[src/rtl/ext_int_source_if.sv]
// Interrupt-ack channel between mips (master) and the external interrupt source (slave).
// The master drives the ack store address/byte enables; the slave returns the interrupt level.
interface ext_int_source_if;
  logic [31:0] m_int_addr;
  logic [3:0]  m_int_byteen;
  logic        interrupt;

  modport master (output m_int_addr, output m_int_byteen, input interrupt);
  modport slave  (input m_int_addr, input m_int_byteen, output interrupt);
endinterface

[src/rtl/ext_int_source.sv]
// External interrupt source: counts trig edges, holds interrupt while events are pending, retires one per ack.
// Optional macro EXT_INT_AUTO_EN adds a free-running PERIOD-cycle auto-trigger ORed into the event.
module ext_int_source #(
  parameter logic [31:0] ACK_ADDR = 32'h0000_7f20,
  parameter int          DEPTH    = 4,
  parameter int          GAP_CYC  = 2,
  parameter int          PERIOD   = 1000
) (
  input  logic              clk,
  input  logic              reset,
  input  logic              trig,
  ext_int_source_if.slave   bus,
  output logic [2:0]        pend_cnt,
  output logic              overflow,
  output logic              spurious
);

  localparam logic [1:0] IDLE = 2'd0;
  localparam logic [1:0] REQ  = 2'd1;
  localparam logic [1:0] GAP  = 2'd2;

  localparam logic [2:0] DEPTH_L  = 3'(DEPTH);
  localparam logic [3:0] GAP_LOAD = 4'(GAP_CYC - 1);

  logic [1:0] r_state;
  logic [1:0] w_stateNext;
  logic       r_trigQ;
  logic [3:0] r_gapCnt;
  logic [3:0] w_gapNext;
  logic [2:0] r_pendCnt;
  logic [2:0] w_pendNext;
  logic       r_overflow;
  logic       r_spurious;
  logic       r_interrupt;
  logic       w_extEv;
  logic       w_ev;
  logic       w_ackHit;
  logic       w_ackValid;
  logic       w_ackSpur;
  logic       w_ovfSet;

  assign w_extEv = trig & ~r_trigQ;

`ifdef EXT_INT_AUTO_EN
  localparam int                AUTO_W    = $clog2(PERIOD);
  localparam logic [AUTO_W-1:0] AUTO_LAST = AUTO_W'(PERIOD - 1);

  logic [AUTO_W-1:0] r_autoCnt;
  logic              w_autoEv;

  // A coincident auto and external event merge into a single event.
  assign w_autoEv = (r_autoCnt == AUTO_LAST);
  assign w_ev     = w_extEv | w_autoEv;

  always_ff @(posedge clk) begin
    if (reset) begin
      r_autoCnt <= '0;
    end else if (w_autoEv) begin
      r_autoCnt <= '0;
    end else begin
      r_autoCnt <= r_autoCnt + 1'b1;
    end
  end
`else
  assign w_ev = w_extEv;
`endif

  assign w_ackHit   = (bus.m_int_addr == ACK_ADDR) && (bus.m_int_byteen != 4'b0000);
  assign w_ackValid = w_ackHit && (r_state == REQ);
  assign w_ackSpur  = w_ackHit && (r_state != REQ);

  always_comb begin
    w_pendNext = r_pendCnt;
    w_ovfSet   = 1'b0;
    if (w_ev && !w_ackValid) begin
      if (r_pendCnt == DEPTH_L) begin
        w_ovfSet = 1'b1;
      end else begin
        w_pendNext = r_pendCnt + 3'd1;
      end
    end else if (w_ackValid && !w_ev) begin
      w_pendNext = r_pendCnt - 3'd1;
    end
  end

  // GAP forces a fresh low period after every ack so the CPU sees a new level per event.
  always_comb begin
    w_stateNext = r_state;
    w_gapNext   = r_gapCnt;
    case (r_state)
      IDLE: begin
        if (w_ev) begin
          w_stateNext = REQ;
        end
      end
      REQ: begin
        if (w_ackValid) begin
          w_stateNext = GAP;
          w_gapNext   = GAP_LOAD;
        end
      end
      GAP: begin
        if (r_gapCnt == 4'd0) begin
          w_stateNext = (w_pendNext != 3'd0) ? REQ : IDLE;
        end else begin
          w_gapNext = r_gapCnt - 4'd1;
        end
      end
      default: begin
        w_stateNext = IDLE;
      end
    endcase
  end

  always_ff @(posedge clk) begin
    if (reset) begin
      r_state     <= IDLE;
      r_trigQ     <= 1'b0;
      r_gapCnt    <= 4'd0;
      r_pendCnt   <= 3'd0;
      r_overflow  <= 1'b0;
      r_spurious  <= 1'b0;
      r_interrupt <= 1'b0;
    end else begin
      r_state     <= w_stateNext;
      r_trigQ     <= trig;
      r_gapCnt    <= w_gapNext;
      r_pendCnt   <= w_pendNext;
      r_overflow  <= r_overflow | w_ovfSet;
      r_spurious  <= r_spurious | w_ackSpur;
      r_interrupt <= (w_stateNext == REQ);
    end
  end

  assign bus.interrupt = r_interrupt;
  assign pend_cnt      = r_pendCnt;
  assign overflow      = r_overflow;
  assign spurious      = r_spurious;

endmodule

[src/flat_wrapper.sv]
// flat-port wrapper written by rule: the top's interface ports become plain ports
module ext_int_source_flat 
#(
  parameter logic [31:0] ACK_ADDR = 32'h0000_7f20,
  parameter int          DEPTH    = 4,
  parameter int          GAP_CYC  = 2,
  parameter int          PERIOD   = 1000
)
  (clk, reset, trig, pend_cnt, overflow, spurious, bus_m_int_addr, bus_m_int_byteen, bus_interrupt);
  ext_int_source_if bus_i ();
  input  logic clk;
  input  logic reset;
  input  logic trig;
  output logic [2:0] pend_cnt;
  output logic overflow;
  output logic spurious;
  input wire logic [$bits(bus_i.m_int_addr)-1:0] bus_m_int_addr;
  input wire logic [$bits(bus_i.m_int_byteen)-1:0] bus_m_int_byteen;
  output wire logic [$bits(bus_i.interrupt)-1:0] bus_interrupt;
  assign bus_i.m_int_addr = bus_m_int_addr;
  assign bus_i.m_int_byteen = bus_m_int_byteen;
  assign bus_interrupt = bus_i.interrupt;
  ext_int_source #(.ACK_ADDR(ACK_ADDR), .DEPTH(DEPTH), .GAP_CYC(GAP_CYC), .PERIOD(PERIOD)) u_core (.clk(clk), .reset(reset), .trig(trig), .bus(bus_i), .pend_cnt(pend_cnt), .overflow(overflow), .spurious(spurious));
endmodule
[config.mk]
export PLATFORM = sky130hd
export DESIGN_NAME = ext_int_source_flat
export DESIGN_NICKNAME = d
export VERILOG_FILES = /design/src/rtl/ext_int_source_if.sv /design/src/rtl/ext_int_source.sv /design/src/flat_wrapper.sv
export SDC_FILE = /design/constraint.sdc
export NUM_CORES = 1
export LEC_CHECK = 0
export CORE_MARGIN = 4
export CORE_UTILIZATION = 41
export CTS_CLUSTER_DIAMETER = 50
export DETAILED_ROUTE_END_ITERATION = 16
export GPL_ROUTABILITY_DRIVEN = 0
export PLACE_DENSITY_LB_ADDON = 0.12
export SYNTH_ARGS = -nofsm -noshare
export SYNTH_HDL_FRONTEND = slang
export SYNTH_SLANG_ARGS = --single-unit
export TNS_END_PERCENT = 50
[constraint.sdc]
create_clock -name clk -period 2.3 [get_ports clk]
set_input_delay 0.46 -clock clk [delete_from_list [all_inputs] [get_ports clk]]
set_output_delay 0.46 -clock clk [all_outputs]
set_load 0.02 [all_outputs]
==> metrics.md <==
| Metric | Value |
|---|---|
| Leading post-synthesis cells by cell area | dfxtp_1, ha_1, nor2_1 |
| Number of DRC violations after detailed-routing iteration 0 | 31 |
| Highest-count cells in the layout ignoring fill and taps | clkdlybuf4s50_1, buf_4, nor2_1 |
| Mean instance size in the synthesized netlist | 8.25 µm² |
| Overall Global Routing Usage | 19.9% |
| YS warnings | 0 |
| Tightest Hold Check Type | flip-flop to flip-flop |
| Cell taking the most area after synthesis | dfxtp_1 |
| Area share of the largest cell type after synthesis | 25.4% |
| Routed wire length | roughly 3.2 mm |
| Arrival time of data at the critical path endpoint | 2.41 ns |
| Vias in the first global route | about 1300 |
| Power per cell area | between 300 and 400 nW/µm² |
| Sequential element share of the synthesized area | 25.4% |
| CTS sink cnt | 13 |
| Power share of the combinational group | 38.2% |
| Critical Path Source | bus_m_int_addr[21] |
| Maximum fanout count along the critical path | 7 |
| R2r endpoint | u_core.bus.interrupt |
| Slew Limit Headroom | 74.8% |
| Capture endpoint of the worst hold path | u_core.overflow |
| Number of max-cap violations | 0 |
| Layout filler cell count | 182 |
| Multi-input logic area | 762 µm² |
| Post-layout util | 73.9% |
| Number of antenna diodes | 0 |
| Design internal power | 440 µW |
| I/O pins | 45 |
| Register area | around 260 µm² |
| Area growth from synthesis to layout | 65.8% |
| Final number of max-transition violations | 0 |
| Root buffer cell | clkbuf_4 |
| Critical path capture point type | flip-flop |
| RSZ-0062 raised after global routing | false |
| Most frequent standard cell in the layout excluding fill and tap cells | clkdlybuf4s50_1 |
| Number of buffers between clock root and the deepest sink | 2 |
| Initial antenna violation count | 0 |
| Average routed wire per standard cell | 14.7 µm |
| Routed vias/inst | slightly below 6 |
| Vertical die dimension | 58.0 µm |
| CTS tree | yes |
| Global-route wire length before repair | 5.29 mm |
| Remaining global-route overflow | 0 |
| Pre-Repair DR Iteration Count | 4 |
| Clock network fraction of design power | about 23% |
| Fraction of power consumed by sequential logic | approximately two fifths |
| Worst reg2reg path depth | 8 |
| Post-route clock period utilization | 97.7% |
| Worst vdd ir | 0.368 mV |
| Net count after synthesis | 172 |
| Fin crit period | between 2 and 2.5 ns |
| Total power of the final layout | ~640 µW |
| HPWL reported at the end of detailed placement | 2.55 mm |
| Number of buffers created by CTS | 3 |
| Number of cells produced by synthesis | 124 |
| Least-Margin Pin Slew | 0.372 ns |
| Status | finished, final reports clean |
| Maximum number of pins on one net before global-route repair | 16 |
| Critical register-to-register path startpoint | u_core.r_gapCnt[0] |
| Post-CTS clock slew at the launch and capture registers of the worst setup and hold paths | 0.08 ns |
| H-tree levels | 1 |
| Endpoints failing hold | 0 |
| Number of distinct standard cells referenced by the synthesized netlist | 44 |
| Critical Path RT | approximately 2.5 ns |
| Number of nets still failing antenna checks after routing | 0 |
| Mapped Area | 1020 µm² |
| Setup Viol. Count Final | 0 |
| Insertion delay of the later-clocked pin in the worst-skew pair | around 0.28 ns |
| Switching power summed over all nets | 197 µW |
| P_leak | about 0.00067 µW |
| Hold path depth | 2 |
| Path type of the worst setup path | input port to flip-flop |
| Core footprint | 2300 µm² |
| Total vias in the final route | 1245 |
| Switching Fraction | between 30% and 40% |
| Startpoint class of the critical path | input port |
| HP Start | u_core.overflow |
| Layout Skew | 0.0109 ns |
| Row count | 17 |
| Maximum achievable frequency | 445 MHz |
| Detailed-route DRC error count | 0 |
| CTS Hold Buffers Added | 0 |
| Number of storage elements in the synthesis netlist | 13 |
| Starting density of the core | around 45% |
| Die area | 3360 µm² |
| Share of layout cells above drive strength 1 | a little under a fifth |
| R2r setup slk | roughly 0.16 ns |
| Post-layout net count | about 240 |
| Floorplan die width | ~58 µm |
| Count of buffers from port buffering | 44 |
-- worst max-delay path, stage by stage --
cell,delay (ns)
clkdlybuf4s50_1,0.40
or4_4,0.46
nor4_4,0.30
and3_4,0.30
o211ai_1,0.12
a211oi_1,0.29
nor2_1,0.08
-- kinds of logic (layout without fill, tap and decap cells) --
group                      count (synthesis)  after routing  synth area share, %
adders and majority gates                  9              9                 11.0
xor gates and xnor gates                   1              1                0.856
and+or+nand+nor                           61             61                 38.6
AOI/OAI and AO/OA                         24             24                 15.9
DFF                                       13             13                 25.4
muxes                                      3              3                 3.06
buffers and inverters                     13             76                 5.13
-- state kept, by name, summed over array words and instances (netlist names) --
signal / cells
u_core.r_state: 2
u_core.r_trigQ: 1
u_core.overflow: 1
u_core.bus.interrupt: 1
u_core.pend_cnt: 3
u_core.spurious: 1
u_core.r_gapCnt: 4
-- how the worst max path moves through the flow --
stage | cells past startpoint | slack [ns] | endpoint
finish | 7 | 0.05 | u_core.r_state[0]
floorplan | 7 | 0.17 | u_core.r_state[0]
global route | 8 | 0.007 | u_core.bus.interrupt
CTS | 7 | 0.001 | u_core.r_gapCnt[3]
detailed placement | 7 | -0.49 | u_core.r_state[0]
global placement | 7 | -0.38 | u_core.r_state[0]
-- power by group through the flow --
| stage | Combinational (µW) | Sequential, µW | Clock [µW] |
|---|---|---|---|
| floorplan | 101 | 257 | 0 |
| global placement | 220 | 251 | 0 |
| detailed placement | 229 | 252 | 0 |
| CTS | 237 | 247 | 146 |
| global route | 265 | 249 | 154 |
| finish | 243 | 247 | 147 |
-- final cells by class --
cell class	instances	area share, %
tap	28	2.06
sequential	13	15.3
inverter	11	2.43
timing repair buffer	61	33.7
clock buffer	4	1.55
multi-input combinational	98	44.9
-- per-stage QoR --
step	setup WS (ns)	area (µm²)	TNS (ns)	instances	hold slack, ns
after floorplan	0.167	1020	0	124	0.465
after global placement	-0.378	1590	-2.75	207	0.454
after detailed placement	-0.489	1590	-3.49	207	0.468
after CTS	0.00149	1660	0	215	0.487
after global routing	0.00652	1700	0	215	0.521
final	0.0529	1700	0	215	0.481
-- cell usage after synthesis (all sizes together) --
cell,count
o31ai,1
nand2,7
or3b,1
nand4b,3
ha,9
nor4,7
nor4b,3
or3,2
a22o,1
buf,1
and4,2
o21ai,4
nor2b,3
xnor2,1
mux2i,2
o211ai,2
dfxtp,13
mux2,1
inv,11
a31o,1
a21boi,1
clkbuf,1
nor2,14
a211oi,2
o32ai,1
or4,3
a32oi,1
nor3,4
o2111ai,1
nor3b,2
a41oi,1
o22ai,1
nor4bb,2
nand4,3
and3,1
a221oi,1
a21oi,6
nand2b,3
nand3,1
-- routing by layer --
metal  routed length (µm)  track usage (%)  part of all wire, %  vias up
li1                     -                -                    -      599
met4                   82             10.3                  2.6        0
met5                    0                0                    0        -
met3                  300             5.57                  9.5        9
met1                 1240             19.5                   39      565
met2                 1540             37.6                   49       72
-- timing repair --
action	4_1_cts	5_1_grt
pin swaps	9	6
endpoints found under the setup margin	7	4
setup buffers	4	1
gates resized for setup	7	8
(Power assumes the default switching activity.)
